<file path="config.mk">
export PLATFORM = sky130hd
export DESIGN_NAME = board_b_rom_arbiter
export DESIGN_NICKNAME = d
export VERILOG_FILES = /design/src/rtl/board_b_pkg.sv /design/src/rtl/board_b_rom_arbiter_rr_pick3.sv /design/src/rtl/board_b_rom_arbiter.sv
export SDC_FILE = /design/constraint.sdc
export NUM_CORES = 1
export LEC_CHECK = 0
export BUFFER_PORTS_ARGS = -buffer_cell sky130_fd_sc_hd__clkbuf_2
export CAP_MARGIN = 20
export CORE_MARGIN = 5
export CORE_UTILIZATION = 30
export DETAILED_ROUTE_END_ITERATION = 10
export GPL_TIMING_DRIVEN = 1
export SLEW_MARGIN = 10
export SYNTH_ARGS = -nofsm -noshare
export SYNTH_HDL_FRONTEND = slang
export SYNTH_SLANG_ARGS = --single-unit
</file>
<file path="constraint.sdc">
create_clock -name CLK_32M -period 2.45 [get_ports CLK_32M]
set_clock_uncertainty 0.15 [all_clocks]
set_input_delay 0.245 -clock CLK_32M [delete_from_list [all_inputs] [get_ports CLK_32M]]
set_output_delay 0.245 -clock CLK_32M [all_outputs]
set_load 0.02 [all_outputs]
</file>
<file path="src/rtl/board_b_pkg.sv">
// Shared types and sizes for the B-board background tile ROM path.
package board_b_pkg;

   localparam int NUM_BG_LAYERS = 3;
   localparam int BG_ROM_AW     = 21;
   localparam int SDR_AW        = 25;

   typedef logic [1:0] layer_id_t;

   typedef enum logic {
      ARB_IDLE,
      ARB_BUSY
   } arb_state_t;

   function automatic layer_id_t next_layer(input layer_id_t i);
      return (i == 2'd2) ? 2'd0 : i + 2'd1;
   endfunction

endpackage

</file>
<file path="src/rtl/board_b_rom_arbiter_rr_pick3.sv">
// Combinational round-robin picker: first pending layer at or after ptr.
module rr_pick3
   import board_b_pkg::*;
(
   input  logic [2:0] pend,
   input  layer_id_t  ptr,
   output logic       valid,
   output layer_id_t  gnt
);

   always_comb begin
      valid = |pend;
      gnt   = 2'd0;
      case (ptr)
         2'd1: begin
            if (pend[1])      gnt = 2'd1;
            else if (pend[2]) gnt = 2'd2;
            else              gnt = 2'd0;
         end
         2'd2: begin
            if (pend[2])      gnt = 2'd2;
            else if (pend[0]) gnt = 2'd0;
            else              gnt = 2'd1;
         end
         default: begin
            if (pend[0])      gnt = 2'd0;
            else if (pend[1]) gnt = 2'd1;
            else              gnt = 2'd2;
         end
      endcase
   end

endmodule

</file>
<file path="src/rtl/board_b_rom_arbiter.sv">
// Round-robin share of one SDRAM read port among three BG tile fetchers.
// Optional ROM_ARB_LAST_HIT_EN: per-layer last-word cache answers repeats.
module board_b_rom_arbiter
   import board_b_pkg::*;
#(
   parameter int NUM_LAYERS = 3,
   parameter int LAYER_AW   = 21,
   parameter int SDR_AW     = 25,
   parameter logic [SDR_AW-1:0] ROM_BASE = '0
) (
   input  logic                           CLK_32M,
   input  logic                           reset,
   input  logic [NUM_LAYERS-1:0]          l_req,
   input  logic [NUM_LAYERS*LAYER_AW-1:0] l_addr,
   output logic [31:0]                    l_data,
   output logic [NUM_LAYERS-1:0]          l_rdy,
   output logic [SDR_AW-1:0]              sdr_addr,
   output logic                           sdr_req,
   input  logic [31:0]                    sdr_data,
   input  logic                           sdr_rdy
);

   arb_state_t state_q, state_d;
   layer_id_t  ptr_q, ptr_d;
   layer_id_t  gnt_q, gnt_d;
   logic [NUM_LAYERS-1:0] pend_q, pend_d;
   logic [NUM_LAYERS-1:0] l_rdy_q, l_rdy_d;
   logic [NUM_LAYERS-1:0][LAYER_AW-1:0] addr_q, addr_d;
   logic              sdr_req_q, sdr_req_d;
   logic [SDR_AW-1:0] sdr_addr_q, sdr_addr_d;
   logic [31:0]       l_data_q, l_data_d;
   logic              pick_vld;
   layer_id_t         pick_gnt;

`ifdef ROM_ARB_LAST_HIT_EN
   logic [NUM_LAYERS-1:0] last_vld_q, last_vld_d;
   logic [NUM_LAYERS-1:0] hit_q, hit_d;
   logic [NUM_LAYERS-1:0][LAYER_AW-1:0] last_addr_q, last_addr_d;
   logic [NUM_LAYERS-1:0][31:0] last_data_q, last_data_d;
   layer_id_t hit_sel;
`endif

   rr_pick3 u_pick (
      .pend  (pend_q),
      .ptr   (ptr_q),
      .valid (pick_vld),
      .gnt   (pick_gnt)
   );

   always_comb begin
      state_d    = state_q;
      ptr_d      = ptr_q;
      gnt_d      = gnt_q;
      pend_d     = pend_q;
      addr_d     = addr_q;
      sdr_req_d  = sdr_req_q;
      sdr_addr_d = sdr_addr_q;
      l_data_d   = l_data_q;
      l_rdy_d    = '0;
`ifdef ROM_ARB_LAST_HIT_EN
      last_vld_d  = last_vld_q;
      last_addr_d = last_addr_q;
      last_data_d = last_data_q;
      hit_d       = hit_q;
      hit_sel     = 2'd0;
`endif
      unique case (state_q)
         ARB_IDLE: begin
            if (pick_vld) begin
               sdr_req_d  = 1'b1;
               sdr_addr_d = ROM_BASE + SDR_AW'(addr_q[pick_gnt]);
               pend_d[pick_gnt] = 1'b0;
               ptr_d      = next_layer(pick_gnt);
               gnt_d      = pick_gnt;
               state_d    = ARB_BUSY;
            end
         end
         ARB_BUSY: begin
            if (sdr_rdy) begin
               l_data_d       = sdr_data;
               l_rdy_d[gnt_q] = 1'b1;
               sdr_req_d      = 1'b0;
               state_d        = ARB_IDLE;
`ifdef ROM_ARB_LAST_HIT_EN
               last_vld_d[gnt_q]  = 1'b1;
               last_addr_d[gnt_q] = LAYER_AW'(sdr_addr_q - ROM_BASE);
               last_data_d[gnt_q] = sdr_data;
`endif
            end
         end
      endcase
`ifdef ROM_ARB_LAST_HIT_EN
      // A completion owns the shared ready bus; waiting hits go next edge.
      for (int i = NUM_LAYERS - 1; i >= 0; i--)
         if (hit_q[i]) hit_sel = layer_id_t'(i);
      if (hit_q != '0 && l_rdy_d == '0) begin
         l_rdy_d[hit_sel] = 1'b1;
         l_data_d         = last_data_q[hit_sel];
         hit_d[hit_sel]   = 1'b0;
      end
`endif
      for (int i = 0; i < NUM_LAYERS; i++) begin
         if (l_req[i]) begin
`ifdef ROM_ARB_LAST_HIT_EN
            if (last_vld_q[i] &&
                l_addr[i*LAYER_AW +: LAYER_AW] == last_addr_q[i]) begin
               hit_d[i] = 1'b1;
            end else begin
               pend_d[i] = 1'b1;
               addr_d[i] = l_addr[i*LAYER_AW +: LAYER_AW];
            end
`else
            pend_d[i] = 1'b1;
            addr_d[i] = l_addr[i*LAYER_AW +: LAYER_AW];
`endif
         end
      end
   end

   always_ff @(posedge CLK_32M) begin
      if (reset) begin
         state_q    <= ARB_IDLE;
         ptr_q      <= 2'd0;
         gnt_q      <= 2'd0;
         pend_q     <= '0;
         addr_q     <= '0;
         sdr_req_q  <= 1'b0;
         sdr_addr_q <= '0;
         l_data_q   <= '0;
         l_rdy_q    <= '0;
`ifdef ROM_ARB_LAST_HIT_EN
         last_vld_q  <= '0;
         last_addr_q <= '0;
         last_data_q <= '0;
         hit_q       <= '0;
`endif
      end else begin
         state_q    <= state_d;
         ptr_q      <= ptr_d;
         gnt_q      <= gnt_d;
         pend_q     <= pend_d;
         addr_q     <= addr_d;
         sdr_req_q  <= sdr_req_d;
         sdr_addr_q <= sdr_addr_d;
         l_data_q   <= l_data_d;
         l_rdy_q    <= l_rdy_d;
`ifdef ROM_ARB_LAST_HIT_EN
         last_vld_q  <= last_vld_d;
         last_addr_q <= last_addr_d;
         last_data_q <= last_data_d;
         hit_q       <= hit_d;
`endif
      end
   end

   assign sdr_req  = sdr_req_q;
   assign sdr_addr = sdr_addr_q;
   assign l_data   = l_data_q;
   assign l_rdy    = l_rdy_q;

endmodule

</file>
## Word level (Yosys, flattened, before mapping)

Cells that the tools add are included.

| word-level totals | value |
|---|---|
| register bits | 128 |
| bits of input ports | 101 |
| output and inout bits | 61 |
| word-level logic and storage cells | 68 |

| cells by class | value |
|---|---|
| $add $sub $neg | 1 |
| magnitude comparators | 4 |
| equality and inequality tests | 8 |
| multiplexer cells | 25 |
| bitwise logic cells | 4 |
| reduce and logical (&&, ||, !) cells | 13 |

Operators by type and width:

| operator | number |
|---|---|
| binary-select mux 21 bit (select 2 bit) | 1 |
| two-way mux 21 bit | 1 |
| two-way mux 2 bit | 6 |
| AND reduction 2 bit | 6 |
| two-way mux 1 bit | 10 |
| inequality test 2 bit (second input constant) | 5 |
| < comparator 2 x 3 -> 1 bit (second input constant) | 2 |
| two-way mux 3 bit | 2 |
| nonzero test 2 bit | 3 |
| OR reduction 3 bit | 2 |
| demux 1 bit (select 2 bit) | 2 |
| == test 2 bit (second input constant) | 2 |
| >= comparator 2 x 1 -> 1 bit (second input constant) | 2 |
| one-hot mux 1 bit (2 select lines) | 2 |
| one-hot mux 2 bit (2 select lines) | 1 |
| AND 3 bit | 1 |
| NOT 3 bit | 1 |
| adder 2 x 1 -> 2 bit (second input constant) | 1 |
| == test 2 x 1 -> 1 bit (second input constant) | 1 |
| logical AND 1 bit | 2 |
| NOT 1 bit | 2 |

## Depth between registers and ports, before layout

| depth | value |
|---|---|
| depth in word-level cells | 12 |
| depth in mapped cells | 9 |
| gate-level depth less buffers | 7 |

## Cells and area by module

A second synthesis with hierarchy kept.

| unflattened totals | value |
|---|---|
| cells, all modules | 459 |
| area, all modules | 4919.7 sq um |

By module, submodules not included:

| module | instances | cells each | area an instance (sq um) | sequential area each (sq um) |
|---|---|---|---|---|
| board_b_rom_arbiter | 1 | 446 | 4814.6 | 2562.5 |
| rr_pick3 | 1 | 13 | 105.1 | 0.0 |

## Worst setup path before layout

OpenSTA, ideal clock, no wires.

| timing | value |
|---|---|
| kind | reg-to-reg |
| from | register ptr_q[0] |
| to | register sdr_addr_q[17] (netlist: sdr_addr[17]) |
| library setup time | 134 ps |
| arrival | 1933 ps |
| setup slack | 233 ps |
| stages on the path, launching flop included | 9 |
| clock period less this slack | 2217 ps |
| cell sequence | dfxtp_1 -> inv_1 -> ha_1 -> and4bb_1 -> or4_1 -> buf_2 -> buf_6 -> a22oi_1 -> a211oi_1 |

| on the way | value |
|---|---|
| cells in the longest elaborated chain, start to end | 4 |
| elaborated cells on any way between the ends | 5 |

Ends and longest elaborated chain:

| item | RTL line | RTL |
|---|---|---|
| from (decl) | board_b_rom_arbiter.sv:24 | `layer_id_t ptr_q, ptr_d;` |
| from (signal assigned) | board_b_rom_arbiter.sv:139 | `ptr_q <= ptr_d;` |
| == test 2 bit / == test 2 x 1 -> 1 bit (equally long branches) | board_b_rom_arbiter_rr_pick3.sv:14 | `case (ptr)` |
| one-hot mux 2 bit (2 select lines) (*) | board_b_rom_arbiter_rr_pick3.sv:14 |  |
| binary-select mux 21 bit (select 2 bit) (*) | board_b_rom_arbiter.sv:71 | `sdr_addr_d = ROM_BASE + SDR_AW'(addr_q[pick_gnt]);` |
| two-way mux 21 bit (not written as such) (*) | board_b_rom_arbiter.sv:71 |  |
| to (signal assigned) | board_b_rom_arbiter.sv:144 | `sdr_addr_q <= sdr_addr_d;` |
| to (decl) | board_b_rom_arbiter.sv:30 | `logic [SDR_AW-1:0] sdr_addr_q, sdr_addr_d;` |

Every way passes the cells marked *; elsewhere a longest branch is shown, timed or not. The select of a mux whose other input is x is not followed.
A chain may end at the register's enable or synchronous reset.

## Final worst setup path

| timing | value |
|---|---|
| from | register ptr_q[0] |
| to | register sdr_addr_q[20] (netlist: sdr_addr[20]) |

Same word-level chain as after synthesis.

==> results.md <==
- Status: completed
- Clk sinks: 128
- CTS tree: yes
- Max Freq: 432 MHz
- CP Capture Type: flip-flop
- Flop-to-flop setup slack: 0.14 ns
- Core box area: 15800 um2
- Seq/Total Area, Yosys: 0.533
- PwrDens: 813 nW/um2
- Tmin final: 2.31 ns
- Reg2Reg Capture Point: sdr_addr[20]
- H-tree Lvls: 4
- Worst EP required: 2.57 ns
- First-pass GRT wire length: 23.0 mm
- Via density: 4.76
- R2R depth: 7
- Class of the worst hold path: in2reg
- Post-Layout Cell Count: 941
- Synthesized area: 4800 um2
- Largest net degree at the start of global routing: 93
- Syn avg cell area: 10.2 um2
- Yosys top cell area share: 0.533
- Syn Inst Count: 470
- Detailed-route via count: 4481
- Area contributors post-synth: dfxtp_1 53%, mux2i_1 13%, nor2_1 7.6%
- Crit-path max FO: 12
- Leakage power total: 3.35 nW
- IO Pins: 162
- Max transition margin: 0.430
- Final wirelength: 14.9 mm
- Tot GR Track Use: 0.159
- Leading area contributor after synthesis: dfxtp_1
- Share of post-route cells with drive strength above 1: 0.296
- Hold Fails Final Rpt: 0
- Area Overhead vs Synth: 53.3%
- Primary FF master, synth: dfxtp_1
- Wire per inst: 15.9 um
- Filler cells: 1504
- Clock buffer depth: 2
- Port bufs: 157
- Hold Path End: state_q
- # nets final: 818
- Vert. Die Dim: 137 um
- Pwr Total: 5.99 mW
- Final period util: 0.945
- WHS Path Cells: 3
- CTS root buffer: clkbuf_16
- DP HPWL: 9.45 mm
- Num CTS Buffers: 17
- Placed cell count: 815
- Post-synth EDFFs: 0
- Residual DRC: 0
- Overflow after GRT: 0
- Fin. max-slew vios: 0
- RSZ-0062 raised after global routing: no
- Die Wd: 137 um
- Setup Fix Bufs, Post-CTS: 0
- Yosys reg bits: 128
- Clock Latency Late Sink: 0.41 ns
- Drt first pass iters: 8
- Crit path DAT: 2.44 ns
- Maximum VDD drop: 0.000473 V
- Initial DRC Count: 218
- Final Setup Violations: 0
- Worst-path clk slew: 0.05 ns
- Die Area: 18600 um2
- R2r startpoint: ptr_q[0]
- FP Rows: 46
- Post-synth top cells: 128 x dfxtp_1, 97 x nor2_1, 63 x mux2i_1
- Fin Hold WS: 0.0477 ns
- Worst-Margin Slew: 0.856 ns
- Vias in the first global route: 4639
- Max_cap viols: 0
- Antenna Nets Post-Route: 0
- Synth warn: 0
- Most frequent cell after synthesis: dfxtp_1
- Initial Util: 0.305
- Antenna violations before repair: 0
- Synth cell types: 37
- GP Congestion: 0.788
- FFs w/ async S/R, synth: 0
- Hold wc startpoint: reset
- Setup Crit Path Kind: reg2reg
- Setup crit start kind: flip-flop
[per-stage QoR]
step	instance area [um2]	TNS, ns	util	worst slack [ns]
after global placement	5790	-1.69	0.367	-0.0887
after detailed placement	5790	-4.83	0.367	-0.276
after global routing	7360	0	0.467	0.0170
after CTS	7330	0	0.465	0.0267
after floorplan	4810	0	-	0.233
final	7370	0	0.467	0.135
[sequential cells by signal (all words and copies together) (netlist names)]
register	flops
addr_q	63
l_data	32
sdr_addr	21
l_rdy	3
pend_q	3
gnt_q	2
ptr_q	2
sdr_req	1
state_q	1
[cell usage in the layout, fill, tap and decap left out, types with 3 or more instances in the layout]
| cell | count |
|---|---|
| a211oi_1 | 24 |
| a21oi_1 | 3 |
| a22o_1 | 32 |
| a22oi_1 | 15 |
| a22oi_2 | 6 |
| a31oi_1 | 21 |
| buf_4 | 12 |
| bufinv_16 | 3 |
| clkbuf_16 | 17 |
| clkbuf_2 | 156 |
| clkinv_2 | 3 |
| conb_1 | 4 |
| dfxtp_1 | 128 |
| dlygate4sd3_1 | 96 |
| inv_1 | 4 |
| mux2i_1 | 63 |
| nand2_1 | 3 |
| nor2_1 | 93 |
| nor2_2 | 4 |
[metal layers]
layer | global-route usage | wire length, um | share of wire
met1 | 0.179 | 6020 | 0.40
met2 | 0.269 | 7610 | 0.51
met3 | 0.0456 | 805 | 0.054
met5 | 0 | 0 | 0
met4 | 0.0913 | 515 | 0.034
[area by class of cell]
type | count | area (um2) | share of cell area
diodes | 1 | 2.50 | 0.000340
clock buffers | 21 | 460 | 0.0625
clock inverters | 7 | 113 | 0.0153
inverters | 4 | 15.0 | 0.00204
multi-input cells | 298 | 2090 | 0.283
flip-flops and latches | 128 | 2560 | 0.348
well taps | 216 | 270 | 0.0367
repair buffers | 266 | 1860 | 0.252
[worst max-delay path by stage]
stage	slack [ns]	start	cells after the start	to
2_1_floorplan	0.23	ptr_q[0]	8	sdr_addr[17]
3_3_place_gp	-0.09	ptr_q[0]	7	sdr_addr[16]
3_5_place_dp	-0.28	ptr_q[0]	7	sdr_addr[6]
4_1_cts	0.03	ptr_q[0]	7	sdr_addr[6]
5_1_grt	0.02	ptr_q[1]	7	sdr_addr[9]
6_report	0.14	ptr_q[0]	7	sdr_addr[20]
[critical path: stages (launching register included)]
cell and delay (ns):
dfxtp_1 0.31, buf_4 0.13, ha_1 0.25, and4bb_1 0.23, or4_1 0.53, buf_4 0.22, a22oi_1 0.24, a211oi_1 0.10
[report_power, final]
group,switching [mW],internal (mW)
combinational,0.649,0.501
sequential,0.107,2.25
clock,0.856,1.62
total,1.61,4.37
[cells by family after synthesis]
| group | share of synthesized area |
|---|---|
| multiplexers | 0.131 |
| other | 0.000781 |
| AND/OR/NAND/NOR | 0.103 |
| adder cells (fa/ha/maj) | 0.00521 |
| buffers and inverters | 0.0456 |
| AO/OA/AOI/OAI | 0.181 |
| flip-flops | 0.533 |
[repair_timing]
action	4_1_cts	5_1_grt
hold endpoints to repair	96	0
cloned	0	1
gates resized for setup	1	5
hold buffers	96	0
pin swaps	0	1
setup endpoints to repair	24	23
No activity file was read; power rests on OpenSTA's default activity.
